File: src/rtl/led_slot_arbiter.sv
// rtl/led_slot_arbiter.sv - round-robin time-slot arbiter driving a shared LED one-hot decoder
module led_slot_arbiter #(
  parameter int NUM_REQ     = 4,
  parameter int HOLD_CYCLES = 8,
  parameter int GAP_CYCLES  = 1
) (
  input  logic                   clk,
  input  logic                   rst,
  input  logic [NUM_REQ-1:0]     req,
  input  logic [3*NUM_REQ-1:0]   req_idx,
  output logic [NUM_REQ-1:0]     grant,
  output logic [NUM_REQ-1:0]     done,
  output logic [2:0]             switch,
  output logic [2:0]             enable,
  output logic                   busy
);

  localparam int IW = $clog2(NUM_REQ);
  localparam int HW = $clog2(HOLD_CYCLES + 1);
  // A zero-length gap would give a zero-width counter; keep one bit so the
  // register always exists (it is simply never loaded in that case).
  localparam int GW = (GAP_CYCLES > 0) ? $clog2(GAP_CYCLES + 1) : 1;

  typedef enum logic [1:0] {
    IDLE = 2'd0,
    HOLD = 2'd1,
    GAP  = 2'd2
  } state_t;

  state_t          state;
  logic [IW-1:0]   ptr;
  logic [IW-1:0]   owner;
  logic [HW-1:0]   cnt;
  logic [GW-1:0]   gcnt;

  logic [IW-1:0]       win;
  logic [NUM_REQ-1:0]  win_oh;
  logic                found;
  logic [IW-1:0]       next_ptr;

  // Round-robin pick: first active request starting at ptr, wrapping around.
  always_comb begin
    int            j;
    logic [IW-1:0] jj;
    win    = '0;
    win_oh = '0;
    found  = 1'b0;
    j      = 0;
    jj     = '0;
    for (int k = 0; k < NUM_REQ; k++) begin
      j = int'(ptr) + k;
      if (j >= NUM_REQ) j = j - NUM_REQ;
      jj = IW'(j);
      if (!found && req[jj]) begin
        found      = 1'b1;
        win        = jj;
        win_oh[jj] = 1'b1;
      end
    end
  end

  // Next pointer position: one past the requester that just finished.
  always_comb begin
    next_ptr = (owner == IW'(NUM_REQ - 1)) ? '0 : owner + 1'b1;
  end

  // Slot sequencer: arbitrate in IDLE, hold the decoder, then blank it.
  always_ff @(posedge clk) begin
    if (!rst) begin
      state  <= IDLE;
      grant  <= '0;
      done   <= '0;
      switch <= 3'd0;
      enable <= 3'd0;
      busy   <= 1'b0;
      ptr    <= '0;
      owner  <= '0;
      cnt    <= '0;
      gcnt   <= '0;
    end else begin
      done <= '0;
      case (state)
        IDLE: begin
          if (found) begin
            grant  <= win_oh;
            owner  <= win;
            switch <= req_idx[3*win +: 3];
            enable <= 3'd4;
            busy   <= 1'b1;
            cnt    <= HW'(HOLD_CYCLES - 1);
            state  <= HOLD;
          end
        end
        HOLD: begin
          if (cnt == '0) begin
            done   <= grant;
            grant  <= '0;
            enable <= 3'd0;
            ptr    <= next_ptr;
            if (GAP_CYCLES > 0) begin
              gcnt  <= GW'(GAP_CYCLES - 1);
              state <= GAP;
            end else begin
              busy  <= 1'b0;
              state <= IDLE;
            end
          end else begin
            cnt <= cnt - 1'b1;
          end
        end
        GAP: begin
          if (gcnt == '0) begin
            busy  <= 1'b0;
            state <= IDLE;
          end else begin
            gcnt <= gcnt - 1'b1;
          end
        end
        default: begin
          state  <= IDLE;
          grant  <= '0;
          enable <= 3'd0;
          busy   <= 1'b0;
        end
      endcase
    end
  end

endmodule
File: config.mk
export PLATFORM = sky130hd
export DESIGN_NAME = led_slot_arbiter
export DESIGN_NICKNAME = d
export VERILOG_FILES = /design/src/rtl/led_slot_arbiter.sv
export SDC_FILE = /design/constraint.sdc
export NUM_CORES = 1
export LEC_CHECK = 0
export CAP_MARGIN = 25
export CORE_ASPECT_RATIO = 1.5
export CORE_UTILIZATION = 47
export DETAILED_ROUTE_END_ITERATION = 6
export PLACE_DENSITY_LB_ADDON = 0.25
export SETUP_SLACK_MARGIN = 0.1
export SYNTH_ARGS = -nofsm -noshare
export SYNTH_HDL_FRONTEND = slang
export SYNTH_SLANG_ARGS = --single-unit
File: constraint.sdc
create_clock -name clk -period 2.64 [get_ports clk]
set_input_delay 0.528 -clock clk [delete_from_list [all_inputs] [get_ports clk]]
set_output_delay 0.528 -clock clk [all_outputs]
set_load 0.005 [all_outputs]
==> results of run 1 <==
[cell type report]
cell class                      instances  area, µm²  area share [%]
Clock buffer                            4       45.0            2.01
Sequential cell                        23        460            20.5
Timing Repair Buffer                   50        450            20.1
Multi-Input combinational cell        167       1210            53.9
Tap cell                               43       53.8            2.40
Inverter                                6       23.8            1.06
[layout by cell type (no fill, tap or decap), types with 3 or more instances in the layout]
cell,n
nand3b_1,5
and3_1,4
inv_1,5
clkdlybuf4s50_1,30
dfxtp_1,23
a21boi_0,3
a32oi_1,4
and2_1,4
nand4b_1,3
a211oi_1,5
o2111ai_1,6
ha_1,9
nand2_1,22
mux2i_1,7
mux4_2,4
a21oi_1,14
nor3_1,4
a221o_1,4
buf_4,20
o21ai_0,11
nand3_1,5
a211o_1,3
nor2_1,16
mux2_2,4
clkbuf_8,3
[worst paths after layout]
path                            start  slack (ns)                      to  cells past startpoint
setup / recovery               req[3]        0.24  switch[0]$_SDFFE_PN0P_                      8
hold / removal      busy$_SDFFE_PN0P_        0.48       busy$_SDFFE_PN0P_                      2
setup reg to reg  ptr[1]$_SDFFE_PN0P_        0.30   grant[2]$_SDFFE_PN0P_                      8
hold reg to reg     busy$_SDFFE_PN0P_        0.48       busy$_SDFFE_PN0P_                      2
[flip-flops by register name (all words and copies together), names as in the netlist]
register	flops
grant	4
done	4
enable	1
ptr	2
cnt	4
state	2
switch	3
busy	1
owner	2
[where the power goes]
group          internal, mW  leakage (nW)  total [mW]  switching (mW)
Combinational         0.227         0.669       0.446           0.219
Clock                 0.108        0.0228       0.221           0.113
Sequential            0.385         0.190       0.415          0.0300
Total                 0.720         0.881        1.08           0.362
[cell families after synthesis]
logic type               share of synthesized area [%]
XOR/XNOR                                         0.978
AO/OA/AOI/OAI                                     25.3
multiplexers                                      11.5
buffers and inverters                             7.26
AND/OR/NAND/NOR                                   22.8
other                                            0.209
adder cells (fa/ha/maj)                           6.29
flip-flops                                        25.7
[per-layer routing]
layer,up-vias,track usage [%]
met3,5,1.18
met1,785,26.2
li1,860,-
met2,32,41.9
met5,-,0
met4,0,7.89
[critical path: stages]
cell and delay [ns]:
clkdlybuf4s50_1 0.44, buf_4 0.15, buf_4 0.15, mux4_2 0.50
nor2b_4 0.18, nor2_4 0.13, mux2_2 0.35, a211oi_2 0.16
[metrics by stage]
stage          setup TNS, ns  setup slack [ns]  utilization, %
6_report                   0             0.245            61.4
5_1_grt                    0             0.183            61.4
3_5_place_dp          -0.964            -0.200            60.1
2_1_floorplan              0             0.201               -
3_3_place_gp          -0.373            -0.122            60.1
4_1_cts                    0             0.117            61.4
==> impl_metrics.json, run 1 <==
{
  "initialDrtViolationCount": 30,
  "wl_per_cell_um": 14.6,
  "relSlewSlack_pct": 55.3,
  "synth.largest_area_cell": "dfxtp_1",
  "critPathArrivalTime_ns": 2.60,
  "drc": 0,
  "wl_met2_um": 2280,
  "synth_edf_count": 0,
  "crit_path_start_kind": "input port",
  "grt.total_usage_pct": 22.7,
  "dp.cells": 289,
  "cts_buffers": 3,
  "yosysUniqueCellTypes": 48,
  "wirelength_um": 4290,
  "fp.dieW_um": 52.4,
  "postCtsSetupBuffers": 0,
  "hold_class": "flip-flop to flip-flop",
  "p_per_area_nw_per_um2": 483,
  "grt_pass1_wl_um": 7180,
  "vias": 1682,
  "worstSetupEndpointType": "flip-flop",
  "routed_via_density": 5.74,
  "tightest_slew_ns": 0.669,
  "fin_nets": 278,
  "antenna_cells": 0,
  "maxCapViolCount": 0,
  "slew_viol_final": 0,
  "period_needed_ns": 2.40,
  "total_power_mw": 1.08,
  "final_cell_count_no_fill": 293,
  "area_delta_synth_final_pct": 25.1,
  "yosysTopAreaCellShare_pct": 25.7,
  "ant_nets": 0,
  "fin_crit_sh_pct": 90.7,
  "top_layer": "met4",
  "status": "complete, no violations",
  "crit_fanout": 9,
  "yosys-top-cells-area": "dfxtp_1 (26%), ha_1 (6.3%), mux4_2 (5.0%), nand2_1 (4.6%), a21oi_1 (3.9%)",
  "synth-seq-cells": 23,
  "overflow": 0,
  "drt-pass1-iter-count": 4,
  "hold_buffers": 0,
  "clk_pin_slew_worst_paths_ns": 0.08,
  "ys_seq_area_share_pct": 25.7,
  "cts.path.max_buffers": 2,
  "synth_cells": 212,
  "fill_cells": 329,
  "start_util_pct": 49.1,
  "synthesis.area_um2": 1790,
  "path_class": "input port to flip-flop",
  "io_buffers": 30,
  "syn_avg_cell_area_um2": 8.45,
  "chipHeight_um": 77.6,
  "place_area_um2": 2190,
  "post_cts_resized": 0,
  "fp.coreArea_um2": 3650,
  "async_reset_ff_share_pct": 0,
  "hold_viol": 0,
  "final_cell_area_um2": 2240,
  "cts_tree": "done",
  "setup_viol": 0,
  "required_ns": 2.84,
  "grt_antenna_before_repair": 0,
  "ys_warn_count": 0,
  "m1WireLength_um": 1870,
  "skew_ns": 0.00882,
  "dieArea_um2": 4070,
  "clk_latency_ns": 0.27,
  "grt_pass1_vias": 1620,
  "synth_ff_type": "dfxtp_1",
  "rows": 27,
  "gp_congestion": 0.820,
  "layout-drive-gt1-share_pct": 15.2,
  "synthTopCellsByCount": "dfxtp_1 (23), nand2_1 (22), nor2_1 (16), a21oi_1 (14), o21ai_0 (11)",
  "grt_max_degree": 16,
  "htreeDepth": 1,
  "cts_root_buffer": "clkbuf_8",
  "ios": 33,
  "irDropWorstVdd_mv": 0.368,
  "wl_met3_um": 72,
  "dpl.hpwl_um": 3330,
  "grt_setup_unrepaired": "false",
  "timing.fmax_ghz": 0.417,
  "p_leak_nw": 0.881,
  "holdWs_ns": 0.476,
  "cts_sinks": 23,
  "synth.most_common_cell": "dfxtp_1"
}
Note: power is estimated with default switching activity, not from simulation.
==> run 2: changes to the inputs <==
--- a/config.mk
+++ b/config.mk
@@ -6,7 +6,6 @@
 export NUM_CORES = 1
 export LEC_CHECK = 0
 export CAP_MARGIN = 25
-export CORE_ASPECT_RATIO = 1.5
 export CORE_UTILIZATION = 47
 export DETAILED_ROUTE_END_ITERATION = 6
 export PLACE_DENSITY_LB_ADDON = 0.25
==> run 2 against run 1 <==
Global-route usage is 1.7 points lower. Critical path type unchanged. Utilization is 0.17 points higher. Routed wire length is 6.7% lower. Largest power group unchanged. Clock power is 4% lower. Critical endpoint is now grant[3]$_SDFFE_PN0P_. Largest cell class unchanged. Flip-flop and latch count stayed put. Total power is 0.65% lower. Final area is 0.61% higher. Via count is 2.9% higher. Worst setup slack better by 0.039 ns. Clock-buffer cell count stayed put. Sequential power hardly changed. Fmax is 1.7% higher. Highest routed layer unchanged.
==> impl_metrics.json, run 2 (synthesized netlist as in run 1, its figures left out) <==
{
  "status": "complete, no violations",
  "overflow": 0,
  "wirelength_um": 4000,
  "cts_tree": "done",
  "skew_ns": 0.00810,
  "irDropWorstVdd_mv": 0.232,
  "fp.coreArea_um2": 3660,
  "grt_pass1_vias": 1509,
  "crit_fanout": 9,
  "grt_antenna_before_repair": 0,
  "required_ns": 2.76,
  "clk_pin_slew_worst_paths_ns": 0.08,
  "crit_start": "req[2]",
  "dieArea_um2": 4060,
  "cts_sinks": 23,
  "hold_class": "flip-flop to flip-flop",
  "top_regs": "cnt: 4 flops, done: 4 flops, grant: 4 flops",
  "setup_ws_ns": 0.284,
  "pre_cts_slack_ns": -0.0240,
  "routed_via_density": 5.79,
  "fill_cells": 331,
  "initialDrtViolationCount": 135,
  "final_cell_mix": "clkdlybuf4s50_1 (30), dfxtp_1 (23), nand2_1 (22)",
  "wl_per_cell_um": 13.4,
  "p_leak_nw": 0.886,
  "holdCritStartpoint": "busy$_SDFFE_PN0P_",
  "postCtsSetupBuffers": 0,
  "layout-drive-gt1-share_pct": 15.5,
  "critPathSlowestCell": "mux4_2",
  "gp_congestion": 1.00,
  "worstPathCellList": "clkdlybuf4s50_1, mux4_2, nor2b_2, buf_4, a221o_1, o21ai_0, a211oi_1",
  "timing.fmax_ghz": 0.424,
  "cts_buffers": 3,
  "critPathArrivalTime_ns": 2.48,
  "maxCapViolCount": 0,
  "worstSetupEndpointType": "flip-flop",
  "vias": 1730,
  "crit_path_start_kind": "input port",
  "clk_latency_ns": 0.26,
  "slew_viol_final": 0,
  "io_buffers": 30,
  "setup_viol": 0,
  "reg2reg_from": "ptr[1]$_SDFFE_PN0P_",
  "rows": 22,
  "tightest_slew_ns": 0.695,
  "chipHeight_um": 63.7,
  "start_util_pct": 48.9,
  "drt-pass1-iter-count": 4,
  "p_per_area_nw_per_um2": 477,
  "htreeDepth": 1,
  "dpl.hpwl_um": 3040,
  "grt_max_degree": 24,
  "hold_viol": 0,
  "fin_crit_sh_pct": 89.2,
  "grt_pass1_wl_um": 6820,
  "path_buf_inv": 2,
  "layout_commonest_cell": "clkdlybuf4s50_1",
  "cts.path.max_buffers": 2,
  "cp_top_family": "buffers and inverters",
  "relSlewSlack_pct": 53.5,
  "ios": 33,
  "fp.dieW_um": 63.7,
  "cts_root_buffer": "clkbuf_8",
  "area_delta_synth_final_pct": 25.8,
  "path_class": "input port to flip-flop",
  "grt_setup_unrepaired": "false",
  "drc": 0,
  "antenna_cells": 0,
  "max_stage_delay_ns": 0.58,
  "fin_nets": 279,
  "grt.total_usage_pct": 21.0,
  "ant_nets": 0,
  "period_needed_ns": 2.36,
  "setup-tns-final_ns": 0
}
run 2: cell count changes in the layout (fill, tap and decap cells not counted), sizes merged:
cell / previous run / this run
buf: 20 / 21
run 2: what timing repair did:
item	4_1_cts	5_1_grt
endpoints found under the setup margin	0	6
hold buffers	0	0
gates resized for setup	0	1
run 2: cell type report:
type | count | area, µm² | share of cell area (%)
Multi-Input combinational cell | 167 | 1210 | 53.6
Sequential cell | 23 | 460 | 20.4
Timing Repair Buffer | 51 | 458 | 20.3
Tap cell | 48 | 60.1 | 2.66
Clock buffer | 4 | 45.0 | 2.00
Inverter | 6 | 23.8 | 1.05
run 2: power by group:
group          leakage (nW)  switching, mW  total [mW]  internal, mW
logic                 0.673          0.218       0.449         0.230
registers             0.190         0.0292       0.414         0.385
clock network        0.0228          0.105       0.212         0.107
total                 0.886          0.352        1.08         0.723
run 2: metrics by stage:
step	util [%]	instances	instance area, µm²	hold WS (ns)	power [mW]
after floorplan	-	213	1800	0.466	0.710
after global placement	60.3	295	2210	0.456	0.865
after detailed placement	60.3	295	2210	0.467	0.869
after CTS	61.5	299	2250	0.479	1.08
after global routing	61.6	299	2250	0.510	1.16
final	61.6	299	2250	0.476	1.08
run 2: path summary, 6_finish.rpt:
| kind | to | slack (ns) | cells after the start |
|---|---|---|---|
| worst max-delay path | grant[3]$_SDFFE_PN0P_ | 0.28 | 7 |
| worst min-delay path | busy$_SDFFE_PN0P_ | 0.48 | 2 |
| worst max register to register | switch[0]$_SDFFE_PN0P_ | 0.35 | 7 |
| worst min register to register | busy$_SDFFE_PN0P_ | 0.48 | 2 |
run 2: metal layers:
metal / up-vias / wire [µm] / global-route usage [%]
li1: 865 / - / -
met1: 804 / 1920 / 28.8
met2: 57 / 1830 / 32.6
met3: 4 / 184 / 1.79
met4: 0 / 60 / 10.5
met5: - / 0 / 0
run 2: worst min-delay path, stage by stage, from the launching register on:
cell and delay [ns]:
dfxtp_1 0.32, nand2b_1 0.06, a21oi_1 0.06
==> run 3: changes to the inputs <==
--- a/config.mk
+++ b/config.mk
@@ -6,7 +6,8 @@
 export NUM_CORES = 1
 export LEC_CHECK = 0
 export CAP_MARGIN = 25
-export CORE_UTILIZATION = 47
+export CORE_MARGIN = 5
+export CORE_UTILIZATION = 30
 export DETAILED_ROUTE_END_ITERATION = 6
 export PLACE_DENSITY_LB_ADDON = 0.25
 export SETUP_SLACK_MARGIN = 0.1
==> run 3 against run 2 <==
Routed wire length grew 17%. Worst setup slack gained 0.033 ns. Utilization shrank 22 points. Non-clock buffer count is the same. Worst hold slack lost 0.0012 ns. Via count shrank 1.6%. Highest routed layer unchanged. Sequential share of layout area shrank 0.30 points. First-iteration DRC count grew 5.9%. Flip-flop and latch count is the same. Sequential power is essentially flat. Clock skew shrank 0.0036 ns. Total power grew 0.92%.
==> impl_metrics.json, run 3 (synthesized netlist as in run 1, its figures left out) <==
{
  "clk_latency_ns": 0.26,
  "antenna_cells": 0,
  "skew_ns": 0.00448,
  "clk_pin_slew_worst_paths_ns": 0.08,
  "area_delta_synth_final_pct": 27.7,
  "top_regs": "cnt: 4 flops, done: 4 flops, grant: 4 flops",
  "wirelength_um": 4690,
  "rows": 28,
  "post_cts_resized": 0,
  "final_cell_mix": "clkdlybuf4s50_1 (30), dfxtp_1 (23), nand2_1 (22)",
  "layout-drive-gt1-share_pct": 15.5,
  "initialDrtViolationCount": 143,
  "vias": 1702,
  "hold_buffers": 0,
  "grt_max_degree": 24,
  "setup_ws_ns": 0.317,
  "drc": 0,
  "routed_via_density": 5.22,
  "ios": 33,
  "fp.coreArea_um2": 5850,
  "setup_viol": 0,
  "cts_sinks": 23,
  "chipHeight_um": 87.3,
  "grt.total_usage_pct": 12.6,
  "start_util_pct": 30.6,
  "io_buffers": 30,
  "p_per_area_nw_per_um2": 474,
  "status": "complete, no violations",
  "critPathArrivalTime_ns": 2.48,
  "postCtsSetupBuffers": 0,
  "gp_congestion": 0.932,
  "drt-pass1-iter-count": 4,
  "overflow": 0,
  "dpl.hpwl_um": 3690,
  "grt_pass1_vias": 1590,
  "tightest_slew_ns": 0.742,
  "grt_setup_unrepaired": "false",
  "slew_viol_final": 0,
  "fill_cells": 611,
  "crit_path_start_kind": "input port",
  "ant_nets": 0,
  "cts_buffers": 3,
  "grt_antenna_before_repair": 0,
  "r2r_slack_ns": 0.33,
  "required_ns": 2.80,
  "cts.path.max_buffers": 2,
  "htreeDepth": 1,
  "layout_commonest_cell": "clkdlybuf4s50_1",
  "maxCapViolCount": 0,
  "path_class": "input port to flip-flop",
  "cts_tree": "done",
  "hold_class": "flip-flop to flip-flop",
  "final_util_pct": 39.1,
  "period_needed_ns": 2.32,
  "fp.dieW_um": 87.3,
  "grt_pass1_wl_um": 7850,
  "cts_root_buffer": "clkbuf_8",
  "fin_nets": 279,
  "worstSetupEndpointType": "flip-flop",
  "crit_fanout": 10,
  "irDropWorstVdd_mv": 0.194,
  "pre_cts_slack_ns": -0.00626,
  "fin_crit_sh_pct": 88.0,
  "relSlewSlack_pct": 50.4,
  "hold_viol": 0,
  "dieArea_um2": 7620,
  "p_leak_nw": 0.886,
  "wl_per_cell_um": 14.4,
  "timing.fmax_ghz": 0.430
}
## run 3: cell counts in the layout (fill, tap and decap cells not counted)
No cell type changed its count.
## run 3: worst max-delay path: stages
cell	delay, ns
clkdlybuf4s50_1	0.43
buf_4	0.18
mux4_2	0.57
a32oi_1	0.19
o2111ai_1	0.16
a211o_1	0.32
o311a_1	0.10
## run 3: worst paths after layout
check	end	start	depth (start not counted)
max	switch[2]$_SDFFE_PN0P_	req[3]	7
max reg2reg	switch[2]$_SDFFE_PN0P_	ptr[1]$_SDFFE_PN0P_	7
min	busy$_SDFFE_PN0P_	busy$_SDFFE_PN0P_	2
min reg2reg	busy$_SDFFE_PN0P_	busy$_SDFFE_PN0P_	2
## run 3: power breakdown
group | switching [mW] | internal [mW] | total (mW)
Clock | 0.111 | 0.108 | 0.218
Sequential | 0.0293 | 0.385 | 0.414
Combinational | 0.225 | 0.227 | 0.453
Total | 0.365 | 0.720 | 1.09
## run 3: cell type report
cell class | instances | area, µm² | area share [%]
clock buffer | 4 | 45.0 | 1.97
inverter | 6 | 23.8 | 1.04
multi-input combinational | 167 | 1210 | 52.8
sequential | 23 | 460 | 20.1
tap | 75 | 93.8 | 4.10
timing repair buffer | 51 | 458 | 20.0
## run 3: routing by layer
layer	share of wire, %	GRT usage, %	up-vias	wire, µm
met5	0	0	-	0
met4	0.40	2.93	0	19
met3	3.3	0.851	2	157
met2	49	21.6	33	2290
met1	47	17.1	803	2230
li1	-	-	864	-
## run 3: per-stage QoR
stage               hold slack [ns]  std cells  power (mW)  area, µm²  setup TNS (ns)
finish                        0.475        326        1.09       2290               0
global placement              0.457        322       0.870       2240               0
CTS                           0.479        326        1.09       2290               0
floorplan                     0.466        213       0.710       1800               0
global route                  0.518        326        1.16       2290               0
detailed placement            0.468        322       0.874       2240        -0.00626
